### config.mk
export PLATFORM = sky130hd
export DESIGN_NAME = multicycle_controller
export DESIGN_NICKNAME = d
export VERILOG_FILES = /design/src/rtl/multicycle_controller_pkg.sv /design/src/rtl/multicycle_controller_ack_watchdog.sv /design/src/rtl/multicycle_controller.sv
export SDC_FILE = /design/constraint.sdc
export NUM_CORES = 1
export LEC_CHECK = 0
export BUFFER_PORTS_ARGS = -buffer_cell sky130_fd_sc_hd__buf_2
export CAP_MARGIN = 20
export CORE_UTILIZATION = 40
export CTS_CLUSTER_SIZE = 20
export DETAILED_ROUTE_END_ITERATION = 6
export RECOVER_POWER = 50
export SETUP_SLACK_MARGIN = 0.05
export SYNTH_ARGS = -nofsm -noshare
export SYNTH_HDL_FRONTEND = slang
export SYNTH_SLANG_ARGS = --single-unit
### constraint.sdc
create_clock -name clk -period 6.15 [get_ports clk]
set_clock_uncertainty 0.15 [all_clocks]
set_input_delay 0.615 -clock clk [delete_from_list [all_inputs] [get_ports clk]]
set_output_delay 0.615 -clock clk [all_outputs]
set_load 0.01 [all_outputs]
### src/rtl/multicycle_controller_pkg.sv
`default_nettype none
// ============================================================================
// Module   : multicycle_controller_pkg
// Brief    : Shared opcode, state-encoding and instruction-field constants
//            for the multi-cycle sequencer of the 8-bit, 4-register CPU.
// Revision : 1.0 - initial release
// ============================================================================
package multicycle_controller_pkg;

    // Opcode field values
    localparam logic [1:0] OP_ADD = 2'b00;
    localparam logic [1:0] OP_LW  = 2'b01;
    localparam logic [1:0] OP_SW  = 2'b10;
    localparam logic [1:0] OP_JMP = 2'b11;

    // Sequencer state encoding
    localparam int STATE_W = 3;
    localparam logic [STATE_W-1:0] S_IDLE   = 3'd0;
    localparam logic [STATE_W-1:0] S_FETCH  = 3'd1;
    localparam logic [STATE_W-1:0] S_DECODE = 3'd2;
    localparam logic [STATE_W-1:0] S_EXEC   = 3'd3;
    localparam logic [STATE_W-1:0] S_MEM    = 3'd4;
    localparam logic [STATE_W-1:0] S_WB     = 3'd5;
    localparam logic [STATE_W-1:0] S_HALT   = 3'd6;

    // Instruction field positions
    localparam int OP_MSB   = 7;
    localparam int OP_LSB   = 6;
    localparam int JOFF_MSB = 5;
    localparam int JOFF_LSB = 0;
    localparam int JOFF_W   = JOFF_MSB - JOFF_LSB + 1;

    // A jump whose offset is -1 targets itself and is treated as halt
    localparam logic [JOFF_W-1:0] JOFF_SELF = '1;

endpackage
`default_nettype wire

### src/rtl/multicycle_controller_ack_watchdog.sv
`default_nettype none
// ============================================================================
// Module   : ack_watchdog
// Brief    : Counts data-memory wait cycles and flags the cycle in which the
//            wait budget of ACK_TIMEOUT cycles is used up without an ack.
// Revision : 1.0 - initial release
// ============================================================================
module ack_watchdog #(
    parameter int ACK_TIMEOUT = 15
) (
    input  logic clk,
    input  logic reset,
    input  logic clear,
    input  logic enable,
    output logic expired
);
    localparam int CW = $clog2(ACK_TIMEOUT + 1);
    localparam logic [CW-1:0] C_LAST = CW'(ACK_TIMEOUT - 1);
    localparam logic [CW-1:0] C_MAX  = '1;

    logic [CW-1:0] count_q;
    logic [CW-1:0] count_d;

    // Next count: clear wins, otherwise count waiting cycles, saturating
    always_comb begin
        count_d = count_q;
        if (clear) begin
            count_d = '0;
        end else if (enable && (count_q != C_MAX)) begin
            count_d = count_q + CW'(1);
        end
    end

    // Count register
    always_ff @(posedge clk) begin
        if (reset) begin
            count_q <= '0;
        end else begin
            count_q <= count_d;
        end
    end

    // The wait that would push the count to ACK_TIMEOUT is the last one allowed
    assign expired = enable && (count_q == C_LAST);

endmodule
`default_nettype wire

### src/rtl/multicycle_controller.sv
`default_nettype none
// ============================================================================
// Module   : multicycle_controller
// Brief    : Multi-cycle sequencer: owns PC/IR, fetches from a combinational
//            instruction memory, decodes add/lw/sw/jump, drives datapath
//            control, handshakes with data memory under a watchdog, detects
//            halt and counts retired instructions.
// Revision : 1.0 - initial release
// ============================================================================
module multicycle_controller
    import multicycle_controller_pkg::*;
#(
    parameter int PC_W        = 8,
    parameter int IW          = 8,
    parameter int ACK_TIMEOUT = 15,
    parameter int CNT_W       = 16
) (
    input  logic             clk,
    input  logic             reset,
    input  logic             start,
    output logic [PC_W-1:0]  imem_addr,
    input  logic [IW-1:0]    imem_data,
    output logic [PC_W-1:0]  pc,
    output logic [IW-1:0]    ir,
    output logic             reg_write,
    output logic             reg_dst,
    output logic             alu_src,
    output logic             mem_to_reg,
    output logic             dmem_req,
    output logic             dmem_we,
    input  logic             dmem_ack,
    output logic             busy,
    output logic             halted,
    output logic             error,
    output logic [CNT_W-1:0] retired
);
    localparam logic [CNT_W-1:0] C_CNT_MAX = '1;

    logic [STATE_W-1:0] state_q;
    logic [STATE_W-1:0] state_d;
    logic [PC_W-1:0]    pc_q;
    logic [PC_W-1:0]    pc_d;
    logic [IW-1:0]      ir_q;
    logic [IW-1:0]      ir_d;
    logic [CNT_W-1:0]   retired_q;
    logic [CNT_W-1:0]   retired_d;
    logic               error_q;
    logic               error_d;

    logic               w_retire;
    logic               w_restart;
    logic [1:0]         w_op;
    logic [PC_W-1:0]    w_jump_off;
    logic               w_jump_self;
    logic               w_wd_clear;
    logic               w_wd_enable;
    logic               w_wd_expired;

    assign w_op        = ir_q[OP_MSB:OP_LSB];
    assign w_jump_off  = {{(PC_W-JOFF_W){ir_q[JOFF_MSB]}}, ir_q[JOFF_MSB:JOFF_LSB]};
    assign w_jump_self = (ir_q[JOFF_MSB:JOFF_LSB] == JOFF_SELF);

    // Watchdog is rearmed in EXEC and only counts MEM cycles that lack an ack
    assign w_wd_clear  = (state_q == S_EXEC);
    assign w_wd_enable = (state_q == S_MEM) && !dmem_ack;

    ack_watchdog #(
        .ACK_TIMEOUT (ACK_TIMEOUT)
    ) u_ack_watchdog (
        .clk     (clk),
        .reset   (reset),
        .clear   (w_wd_clear),
        .enable  (w_wd_enable),
        .expired (w_wd_expired)
    );

    // State and architectural registers; reset overrides everything
    always_ff @(posedge clk) begin
        if (reset) begin
            state_q   <= S_IDLE;
            pc_q      <= '0;
            ir_q      <= '0;
            retired_q <= '0;
            error_q   <= 1'b0;
        end else begin
            state_q   <= state_d;
            pc_q      <= pc_d;
            ir_q      <= ir_d;
            retired_q <= retired_d;
            error_q   <= error_d;
        end
    end

    // Next-state, PC/IR update, retire and error decisions
    always_comb begin
        state_d   = state_q;
        pc_d      = pc_q;
        ir_d      = ir_q;
        error_d   = error_q;
        w_retire  = 1'b0;
        w_restart = 1'b0;

        case (state_q)
            S_IDLE, S_HALT: begin
                if (start) begin
                    w_restart = 1'b1;
                    pc_d      = '0;
                    error_d   = 1'b0;
                    state_d   = S_FETCH;
                end
            end
            S_FETCH: begin
                ir_d    = imem_data;
                pc_d    = pc_q + PC_W'(1);
                state_d = S_DECODE;
            end
            S_DECODE: begin
                state_d = S_EXEC;
            end
            S_EXEC: begin
                case (w_op)
                    OP_ADD:  state_d = S_WB;
                    OP_LW:   state_d = S_MEM;
                    OP_SW:   state_d = S_MEM;
                    default: begin
                        // pc already points past the jump, so the offset is
                        // relative to the next instruction
                        pc_d     = pc_q + w_jump_off;
                        w_retire = 1'b1;
                        state_d  = w_jump_self ? S_HALT : S_FETCH;
                    end
                endcase
            end
            S_MEM: begin
                if (dmem_ack) begin
                    if (w_op == OP_LW) begin
                        state_d = S_WB;
                    end else begin
                        w_retire = 1'b1;
                        state_d  = S_FETCH;
                    end
                end else if (w_wd_expired) begin
                    error_d = 1'b1;
                    state_d = S_HALT;
                end
            end
            S_WB: begin
                w_retire = 1'b1;
                state_d  = S_FETCH;
            end
            default: begin
                state_d = S_IDLE;
            end
        endcase

        retired_d = retired_q;
        if (w_restart) begin
            retired_d = '0;
        end else if (w_retire && (retired_q != C_CNT_MAX)) begin
            retired_d = retired_q + CNT_W'(1);
        end
    end

    // Moore control decode from state and latched instruction
    always_comb begin
        reg_write  = 1'b0;
        reg_dst    = 1'b0;
        alu_src    = 1'b0;
        mem_to_reg = 1'b0;
        dmem_req   = 1'b0;
        dmem_we    = 1'b0;
        busy       = (state_q != S_IDLE) && (state_q != S_HALT);
        halted     = (state_q == S_HALT);

        case (state_q)
            S_EXEC: begin
                alu_src = (w_op == OP_LW) || (w_op == OP_SW);
            end
            S_MEM: begin
                alu_src  = 1'b1;
                dmem_req = 1'b1;
                dmem_we  = (w_op == OP_SW);
            end
            S_WB: begin
                reg_write  = 1'b1;
                reg_dst    = (w_op == OP_ADD);
                mem_to_reg = (w_op == OP_LW);
                alu_src    = (w_op == OP_LW);
            end
            default: begin
            end
        endcase
    end

    assign imem_addr = pc_q;
    assign pc        = pc_q;
    assign ir        = ir_q;
    assign retired   = retired_q;
    assign error     = error_q;

endmodule
`default_nettype wire

# After elaboration in Yosys (flattened, before gate mapping)
# Cells that the tools add are included.
dict set report totals {
  regBits 40
  input_bits 12
  out_inout_bits 49
  wordCells 74
}
dict set report classes {
  n_addsub 4
  n_eq_ne 18
  muxes 26
  n_reduce_logical 20
}
# cell count
set op_table {}
lappend op_table {{one-hot mux 8 bit (3 select lines)} 1}
lappend op_table {{one-hot mux 3 bit (6 select lines)} 1}
lappend op_table {{adder 16 x 1 -> 16 bit, second input constant} 1}
lappend op_table {{two-way mux 8 bit} 2}
lappend op_table {{inequality test 16 bit, second input constant} 1}
lappend op_table {{two-way mux 3 bit} 5}
lappend op_table {{two-way mux 1 bit} 13}
lappend op_table {{equality test 3 bit, second input constant} 3}
lappend op_table {{adder 8 x 1 -> 8 bit, second input constant} 1}
lappend op_table {{adder 8 bit} 1}
lappend op_table {{OR reduction 2 bit} 4}
lappend op_table {{equality test 3 x 2 -> 1 bit, second input constant} 2}
lappend op_table {{equality test 6 bit, second input constant} 1}
lappend op_table {{inequality test 2 bit, second input constant} 3}
lappend op_table {{one-hot mux 1 bit (3 select lines)} 2}
lappend op_table {{one-hot mux 3 bit (2 select lines)} 1}
lappend op_table {{nonzero test 3 bit} 2}
lappend op_table {{logical AND 1 bit} 5}
lappend op_table {{adder 4 x 1 -> 4 bit, second input constant} 1}
lappend op_table {{equality test 4 bit, second input constant} 1}
lappend op_table {{inequality test 4 bit, second input constant} 1}
lappend op_table {{AND reduction 4 bit} 1}
lappend op_table {{equality test 3 x 1 -> 1 bit, second input constant} 1}
lappend op_table {{logical NOT 3 bit} 1}
lappend op_table {{13 further kinds} 13}

# Longest topological paths before layout
# Gate-level depths: netlist (run 1).
dict set report logic_depth {
  depth_word 6
  ltp_mapped 11
  depth_no_buf 9
}

# By module
# A second synthesis (run 1) with hierarchy kept.
dict set report hier_totals {
  hier_cells 288
  hier_area_um2 2464.9
}
# mod instances cells_each area_each_um2 seq_area_each_um2
set modules_own_cells {}
lappend modules_own_cells {multicycle_controller 1 266 2248.4 720.7}
lappend modules_own_cells {ack_watchdog 1 22 216.5 80.1}

# Worst setup path after synthesis (run 1)
# Ideal clock, no wire load.
dict set report synth_timing {
  path_kind {reg-to-reg}
  from {reg state_q[0]}
  to {reg pc_q[6], in the netlist imem_addr[6]}
  setup_time_ps 117
  arrival_ps 2593
  required_time_ps 5883
  setup_slack_ps 3290
  path_stages_with_launch 12
  path_buffers 2
  synth_period_minus_slack_ps 2860
  cell_sequence {dfxtp_1 > clkbuf_1 > and3b_1 > clkbuf_1 > nand2b_1 > ha_1 > fa_1 > a21o_1 > a211oi_1 > nor2_1 > o311a_1 > a32o_1}
}
dict set report synth_between {
  elab_chain_cells 4
  word_cells_on_any_way 10
  classes_between {5 x eq/ne; 1 x mux; 4 x reduce/logical}
}
# element line_no
set synth_lines {}
lappend synth_lines {{start: declaration} multicycle_controller.sv:39} ;# logic [STATE_W-1:0] state_q;
lappend synth_lines {{start signal: assignment} multicycle_controller.sv:86} ;# state_q <= state_d;
lappend synth_lines {{equality test 3 bit or logical NOT 3 bit (tied branches)} multicycle_controller.sv:103} ;# case (state_q)
lappend synth_lines {{OR reduction 2 bit} multicycle_controller.sv:103}
lappend synth_lines {{inequality test 2 bit (no source line) or nonzero test 3 bit (tied branches)} n/a}
lappend synth_lines {{AND reduction 3 bit (no source line)} n/a}
lappend synth_lines {{end signal: assignment} multicycle_controller.sv:87} ;# pc_q <= pc_d;
lappend synth_lines {{end: declaration} multicycle_controller.sv:41} ;# logic [PC_W-1:0] pc_q;
# Parallel ways exist; a longest one is shown, timed or not.
# A chain may end at the register's enable or synchronous reset.

# Worst setup path after layout (run 1)
# Same ends and word-level chain as after synthesis.

==> impl_metrics.toml, run 1 <==
[outcome]
outcome = "completed"

[routing]
vias = 2261
wl_per_cell_um = 13.74
antenna_left = 0
routed_wl_mm = 5.702
drt-pass1-iter-count = 4
drc = 0
drt_first_iter_violations = 101
viasPerCell = 5.448

[placement]
placedCellCount = 408
gp_congestion = 0.8300
pre_cts_ws_ns = 3.054
io_buffers = 60
hpwl_mm = 4.210

[yosys]
netlist_area_um2 = 2441
synth_top_flop_cell = "dfxtp_1"
synth.top_cell.area_share = 0.3280
synth_edf_count = 0
ys_async_sr_fraction = 0
ys_top_cells_by_area = "dfxtp_1 (33%), ha_1 (7.2%), nor2_1 (5.1%)"
ys_types = 51
synth-seq-cells = 40
seq_area_frac_synth = 0.3280
syn_inst = 291
yosysTopAreaCell = "dfxtp_1"
synth_nets = 318
yosys_warnings = 0
avgSynthCellArea_um2 = 8.389

[worst_setup_path]
cp-start-kind = "flip-flop"
crit_type = "flip-flop to flip-flop"
cp-end-kind = "flip-flop"
critPathBufInv = 0
worstPathMaxFanout = 20
cp.arrival_ns = 3.16
path_cells = "and3b_1 -> nand2b_1 -> ha_1 -> fa_1 -> a21o_1 -> a211oi_1 -> nor2_1 -> o311a_1 -> a32o_1"
crit_path_top_delay_cell = "dfxtp_1"
critPathMaxStageDelay_ns = 0.68
required_ns = 6.18
crit_family = "compound AO/OA/AOI/OAI gates"

[clock_network]
cts_buffer_depth = 2
clock-sinks = 40
cts_tree = "yes"
h-tree-depth = 2
postCtsSetupRepairBufs = 0
clk_pin_slew_ns = 0.08
cts_made_buffers = 5
clock_latency_ns = 0.29
cts-root-buf = "clkbuf_8"
cts_resized = 0
holdBufCountCts = 0

[grt]
antenna_found_initial = 0
grt_pass1_wl_mm = 9.577
grt_pass1_vias = 2056
grt_max_degree = 23
grt_use_total = 0.1890
overflow = 0

[timing]
fin_setup_tns_ns = 0
hold_viol_final = 0
max_slew.worst_pin.slew_ns = 0.9820
layout_setup_ws_ns = 3.020
slew_violations = 0
relSlewSlack = 0.3403
setup_viol = 0
fmax_mhz = 319.5
rsz0062_at_grt = "false"
min_period_ns = 3.130
min_period_over_period = 0.5090

[floorplan]
die_y_um = 80.12
initial_utilization = 0.4123
die_area_um2 = 6419
ioPinCount = 61
coreArea_um2 = 5921
die_w_um = 80.12
rows = 28

[min_path]
hp-class = "flip-flop to flip-flop"

[final_layout]
antennaDiodeCount = 0
area_growth_pct = 13.22
nNetsFinal = 367
layout.cells.non_filler = 415
drive_gt1_frac = 0.1029
layout_commonest_cell = "clkbuf_1"
mostFrequentLayoutCells = "clkbuf_1 (41), dfxtp_1 (40), nor2_1 (33)"

[power_and_ir_drop]
p_per_area_nw_per_um2 = 197.0
vdd_ir_drop_max_mv = 0.1026
leakage_nw = 1.041

[flow_run]
max-cap-violations = 0
per-layer routing:
metal	wire, µm	vias up	global-route usage
met4	48	0	0.05536
met2	2579	53	0.3094
met1	2830	1052	0.2512
li1	-	1151	-
met5	0	-	0
met3	243	5	0.03523
flip-flops by register name, summed over array words and instances (netlist names):
register and cells:
state_q 3, u_ack_watchdog.count_q 4, error 1, ir 8, retired 16, imem_addr 8
cells by family (layout without fill, tap and decap cells):
family          count (synthesis)  after routing  synth area share
xor+xnor                        8              8           0.02870
fa+ha+maj                      15             15           0.07996
simple gates                  108            108            0.2337
flops                          40             40            0.3280
compound gates                 81             81            0.2276
mux                             8              8           0.03281
buf+inv                        31             80           0.06919
worst min-delay path: stages, from the launching register on:
cell and delay [ns]:
dfxtp_1 0.34, nand2_1 0.06, o21bai_1 0.05
synthesized netlist by cell type, drive strengths merged (2+ instances only):
master,n
dfxtp,40
nor2,35
a21oi,22
buf,14
ha,14
nand2,14
o21ai,13
inv,12
or4,10
o31ai,9
a22oi,8
mux2i,8
nand4,7
and2,6
clkbuf,5
nand2b,5
nand3,5
nor3,5
and3,4
nor4,4
o211ai,4
xnor2,4
xor2,4
a211oi,3
a21o,3
a31oi,3
nor2b,3
o21a,3
o21bai,3
or2,3
or3,3
a2bb2oi,2
report_power, final:
part | internal (mW) | total, mW | switching [mW]
combinational | 0.0295 | 0.0743 | 0.0448
clock | 0.100 | 0.190 | 0.0904
sequential | 0.266 | 0.280 | 0.0135
total | 0.396 | 0.545 | 0.149
layout make-up:
| class | count | area [µm²] |
|---|---|---|
| Tap cell | 75 | 93.84 |
| Multi-Input combinational cell | 220 | 1471 |
| Clock buffer | 7 | 96.34 |
| Timing Repair Buffer | 61 | 256.5 |
| Fill cell | 633 | 3157 |
| Inverter | 12 | 45.04 |
| Sequential cell | 40 | 800.8 |
final timing paths:
kind | start | to | slack (ns) | depth (start not counted)
setup / recovery | state_q[0]$_SDFFE_PP0P_ | imem_addr[6]$_SDFFE_PP0P_ | 3.02 | 9
hold / removal | imem_addr[7]$_SDFFE_PP0P_ | imem_addr[7]$_SDFFE_PP0P_ | 0.34 | 2
setup reg to reg | state_q[0]$_SDFFE_PP0P_ | imem_addr[6]$_SDFFE_PP0P_ | 3.02 | 9
hold reg to reg | imem_addr[7]$_SDFFE_PP0P_ | imem_addr[7]$_SDFFE_PP0P_ | 0.34 | 2
stage by stage:
stage	power, mW	util	cell area (µm²)	hold WS, ns
final	0.5446	0.4668	2764	0.3397
after global routing	0.5705	0.4668	2764	0.3784
after floorplan	0.3366	-	2441	0.3501
after global placement	0.3619	0.4592	2719	0.3246
after detailed placement	0.3617	0.4592	2719	0.3330
after CTS	0.5553	0.4755	2815	0.3439
No activity file was read; power rests on OpenSTA's default activity.
==> run 2: changes to the inputs <==
==> constraint.sdc (replaced) <==
create_clock -name clk -period 3.15 [get_ports clk]
set_clock_uncertainty 0.15 [all_clocks]
set_input_delay 0.315 -clock clk [delete_from_list [all_inputs] [get_ports clk]]
set_output_delay 0.315 -clock clk [all_outputs]
set_load 0.01 [all_outputs]
==> run 2 against run 1 <==
- final cell count increased by 1.2%
- die area is the same
- routed wire length is 1.6% higher
- flip-flop and latch count stayed put
- clock power rose by 140%
- setup slack worse by 2.6 ns
- highest routed layer unchanged
- sequential power increased by 91%
- critical endpoint unchanged
- global-route usage increased by 0.50 points
- non-clock buffer count rose by 4
- largest power group unchanged
==> impl_metrics.toml, run 2 (synthesis gave the netlist of run 1 again) <==
[placement]
gp_congestion = 0.7953
pre_cts_ws_ns = 0.4420
io_buffers = 60
hpwl_mm = 4.324

[worst_setup_path]
crit_type = "flip-flop to flip-flop"
path_cells = "and3b_1 -> nand2b_1 -> ha_1 -> fa_1 -> a21o_1 -> a211oi_1 -> nor2_1 -> o311a_1 -> a32o_1"
worstPathMaxFanout = 10
required_ns = 3.19
crit_path_top_delay_cell = "and3b_1"
critPathMaxStageDelay_ns = 0.42
cp-end-kind = "flip-flop"
cp.arrival_ns = 2.76
cp-start-kind = "flip-flop"

[grt]
antenna_found_initial = 0
grt_max_degree = 23
grt_pass1_vias = 2067
overflow = 0
grt_use_total = 0.1939
grt_pass1_wl_mm = 9.680

[clock_network]
h-tree-depth = 2
cts-root-buf = "clkbuf_8"
holdBufCountCts = 0
clock_latency_ns = 0.30
cts_resized = 0
cts_tree = "yes"
clk_pin_slew_ns = 0.09
cts_made_buffers = 5
cts_buffer_depth = 2
postCtsSetupRepairBufs = 0
clock-sinks = 40

[final_layout]
mostFrequentLayoutCells = "clkbuf_1 (43), dfxtp_1 (40), nor2_1 (34)"
largest_reg_flops = 16
drive_gt1_frac = 0.1072
filler_cell_count = 622
layout_commonest_cell = "clkbuf_1"
nNetsFinal = 371
antennaDiodeCount = 0
area_growth_pct = 15.17

[routing]
drc = 0
antenna_left = 0
drt-pass1-iter-count = 4
wl_per_cell_um = 13.79
drt_first_iter_violations = 188
viasPerCell = 5.445
routed_wl_mm = 5.793
vias = 2287

[flow_run]
max-cap-violations = 0

[timing]
min_period_ns = 2.713
fmax_mhz = 368.5
min_period_over_period = 0.8614
layout_setup_ws_ns = 0.4365
rsz0062_at_grt = "false"
hold_viol_final = 0
relSlewSlack = 0.3961
fin_setup_tns_ns = 0
setup_viol = 0
slew_violations = 0
max_slew.worst_pin.slew_ns = 0.9025

[floorplan]
initial_utilization = 0.4123
die_y_um = 80.12
ioPinCount = 61
coreArea_um2 = 5921
rows = 28
die_area_um2 = 6419
die_w_um = 80.12

[outcome]
outcome = "completed"

[power_and_ir_drop]
p_per_area_nw_per_um2 = 407.6
vdd_ir_drop_max_mv = 0.2087
leakage_nw = 1.066
power_mw = 1.146

[min_path]
hp-class = "input port to flip-flop"
## run 2: changes by cell type in the layout (fill, tap and decap cells not counted), sizes merged
cell | previous run | this run
buf | 20 | 22
clkinv | 0 | 1
bufinv | 0 | 1
clkbuf | 48 | 49
## run 2: final timing paths
check / slack, ns / cells after the start / to / startpoint
worst min-delay path: 0.1 / 3 / ir[1]$_SDFFE_PP0P_ / imem_data[1]
worst min register to register: 0.34 / 2 / imem_addr[7]$_SDFFE_PP0P_ / imem_addr[7]$_SDFFE_PP0P_
worst max-delay path: 0.44 / 9 / imem_addr[6]$_SDFFE_PP0P_ / state_q[2]$_SDFFE_PP0P_
worst max register to register: 0.44 / 9 / imem_addr[6]$_SDFFE_PP0P_ / state_q[2]$_SDFFE_PP0P_
## run 2: area by class of cell
class / instances / area (µm²) / share of cell area
clock inverters: 2 / 38.79 / 0.01380
multi-input cells: 220 / 1469 / 0.5225
well taps: 75 / 93.84 / 0.03338
repair buffers: 65 / 281.5 / 0.1001
flip-flops and latches: 40 / 800.8 / 0.2848
inverters: 12 / 45.04 / 0.01602
clock buffers: 6 / 82.58 / 0.02937
## run 2: worst max-delay path, delay by kind of cell (launching register included)
kind	cells	cell delay, ns
AND/OR/NAND/NOR	3	0.61
AO/OA/AOI/OAI	4	0.90
flip-flops	1	0.32
adder cells (fa/ha/maj)	2	0.63
## run 2: metal layers
| layer | track usage | routed length (µm) | vias up |
|---|---|---|---|
| met2 | 0.3077 | 2568 | 55 |
| met1 | 0.2555 | 2888 | 1060 |
| met5 | 0 | 0 | - |
| li1 | - | - | 1165 |
| met4 | 0.08571 | 89 | 0 |
| met3 | 0.03409 | 247 | 7 |
## run 2: through the flow
stage / cells / hold WS (ns) / cell area, µm² / utilization
floorplan: 291 / 0.3122 / 2441 / -
global placement: 412 / 0.3237 / 2749 / 0.4643
detailed placement: 412 / 0.3250 / 2749 / 0.4643
CTS: 420 / 0.09601 / 2870 / 0.4848
global route: 420 / 0.1128 / 2811 / 0.4749
finish: 420 / 0.09541 / 2811 / 0.4749
## run 2: report_power, final
part,internal (mW),switching (mW)
clock network,0.259,0.192
registers,0.520,0.0154
logic,0.0604,0.0990
==> run 3: changes to the inputs <==
--- a/config.mk
+++ b/config.mk
@@ -10,7 +10,6 @@
 export CORE_UTILIZATION = 40
 export CTS_CLUSTER_SIZE = 20
 export DETAILED_ROUTE_END_ITERATION = 6
-export RECOVER_POWER = 50
 export SETUP_SLACK_MARGIN = 0.05
 export SYNTH_ARGS = -nofsm -noshare
 export SYNTH_HDL_FRONTEND = slang
==> run 3 against run 2 <==
- routed wire length down 0.14%
- global-route usage unchanged
- hold slack improved by 0.00084 ns
- critical path type unchanged
- highest routed layer unchanged
==> impl_metrics.toml, run 3 (synthesis gave the netlist of run 1 again) <==
[outcome]
outcome = "completed"

[routing]
drt_first_iter_violations = 192
routed_wl_mm = 5.785
vias = 2282
drc = 0
wl_per_cell_um = 13.77
viasPerCell = 5.433
drt-pass1-iter-count = 4
antenna_left = 0

[flow_run]
max-cap-violations = 0

[grt]
grt_pass1_wl_mm = 9.680
overflow = 0
grt_use_total = 0.1939
grt_pass1_vias = 2067
antenna_found_initial = 0
grt_util_met3 = 0.03409
grt_use_met1 = 0.2555
grt.met2_usage = 0.3077
grt_max_degree = 23
grt.busiest_layer = "met2"

[timing]
setup_viol = 0
fmax_mhz = 368.9
min_period_ns = 2.711
fin_setup_tns_ns = 0
min_period_over_period = 0.8605
slew_violations = 0
relSlewSlack = 0.4639
rsz0062_at_grt = "false"
holdWs_ns = 0.09625
max_slew.worst_pin.slew_ns = 0.7968
hold_viol_final = 0

[clock_network]
clk_pin_slew_ns = 0.08
postCtsSetupRepairBufs = 0
cts_made_buffers = 5
cts_buffer_depth = 2
holdBufCountCts = 0
h-tree-depth = 2
cts_tree = "yes"
cts-root-buf = "clkbuf_8"
clock-sinks = 40
clock_latency_ns = 0.30
cts_resized = 0

[worst_setup_path]
worstPathMaxFanout = 10
cp.arrival_ns = 2.75
cp-start-kind = "flip-flop"
cp-end-kind = "flip-flop"
crit_type = "flip-flop to flip-flop"
required_ns = 3.19

[final_layout]
utilization = 0.4848
nNetsFinal = 371
largest_reg_flops = 16
layout_commonest_cell = "buf_2"
filler_cell_count = 607
antennaDiodeCount = 0
fin_area_um2 = 2870
area_growth_pct = 17.58
mostFrequentLayoutCells = "buf_2 (60), dfxtp_1 (40), nor2_1 (33)"
drive_gt1_frac = 0.2348

[floorplan]
die_area_um2 = 6419
die_y_um = 80.12
die_w_um = 80.12
ioPinCount = 61
coreArea_um2 = 5921
initial_utilization = 0.4123
rows = 28

[power_and_ir_drop]
swShare = 0.2668
vdd_ir_drop_max_mv = 0.2084
p_int_mw = 0.8441
seq_power_share = 0.465
p_sw_mw = 0.3072
p_per_area_nw_per_um2 = 401.1
leakage_nw = 1.252
power_frac_clock = 0.392
pwr-share-comb = 0.143

[placement]
hpwl_mm = 4.324
gp_congestion = 0.7953
placed_cell_area_um2 = 2749
io_buffers = 60

[min_path]
hp-class = "input port to flip-flop"
-- run 3: changes by cell type in the layout (fill, tap and decap cells not counted), sizes merged --
cell / change
clkbuf: -43
buf: +43
-- run 3: worst max-delay path: stages (launching register included) --
cell	delay (ns)
dfxtp_1	0.32
and3b_1	0.42
nand2b_1	0.10
ha_1	0.22
fa_1	0.41
a21o_1	0.19
a211oi_1	0.23
nor2_1	0.09
o311a_1	0.28
a32o_1	0.20
-- run 3: cell type report --
type                    instances  area [µm²]  share of cell area
multi-input cells             220        1471              0.5126
flip-flops and latches         40       800.8              0.2790
repair buffers                 65       337.8              0.1177
well taps                      75       93.84             0.03269
clock buffers                   6       82.58             0.02877
inverters                      12       45.04             0.01569
clock inverters                 2       38.79             0.01351
-- run 3: power groups by stage --
| stage | Sequential (mW) | Combinational, mW | Clock [mW] |
|---|---|---|---|
| 4_1_cts | 0.535 | 0.167 | 0.463 |
| 6_report | 0.535 | 0.165 | 0.451 |
| 3_5_place_dp | 0.547 | 0.166 | 0 |
| 3_3_place_gp | 0.547 | 0.166 | 0 |
| 2_1_floorplan | 0.549 | 0.109 | 0 |
| 5_1_grt | 0.537 | 0.186 | 0.485 |
-- run 3: per-stage QoR --
stage	power, mW	setup slack (ns)	instances
2_1_floorplan	0.6573	0.2901	291
3_3_place_gp	0.7121	0.5015	412
3_5_place_dp	0.7131	0.4420	412
5_1_grt	1.208	0.2815	420
4_1_cts	1.165	0.4205	420
6_report	1.151	0.4394	420
-- run 3: per-layer routing --
| metal | up-vias | share of wire |
|---|---|---|
| met5 | - | 0 |
| met1 | 1057 | 0.50 |
| met2 | 53 | 0.44 |
| met3 | 7 | 0.045 |
| li1 | 1165 | - |
| met4 | 0 | 0.015 |
-- run 3: worst paths after layout --
path                              from                         to  slack [ns]  depth (start not counted)
max reg2reg    state_q[2]$_SDFFE_PP0P_  imem_addr[6]$_SDFFE_PP0P_        0.44                          9
max            state_q[2]$_SDFFE_PP0P_  imem_addr[6]$_SDFFE_PP0P_        0.44                          9
min reg2reg  imem_addr[7]$_SDFFE_PP0P_  imem_addr[7]$_SDFFE_PP0P_        0.33                          2
min                       imem_data[1]         ir[1]$_SDFFE_PP0P_         0.1                          3
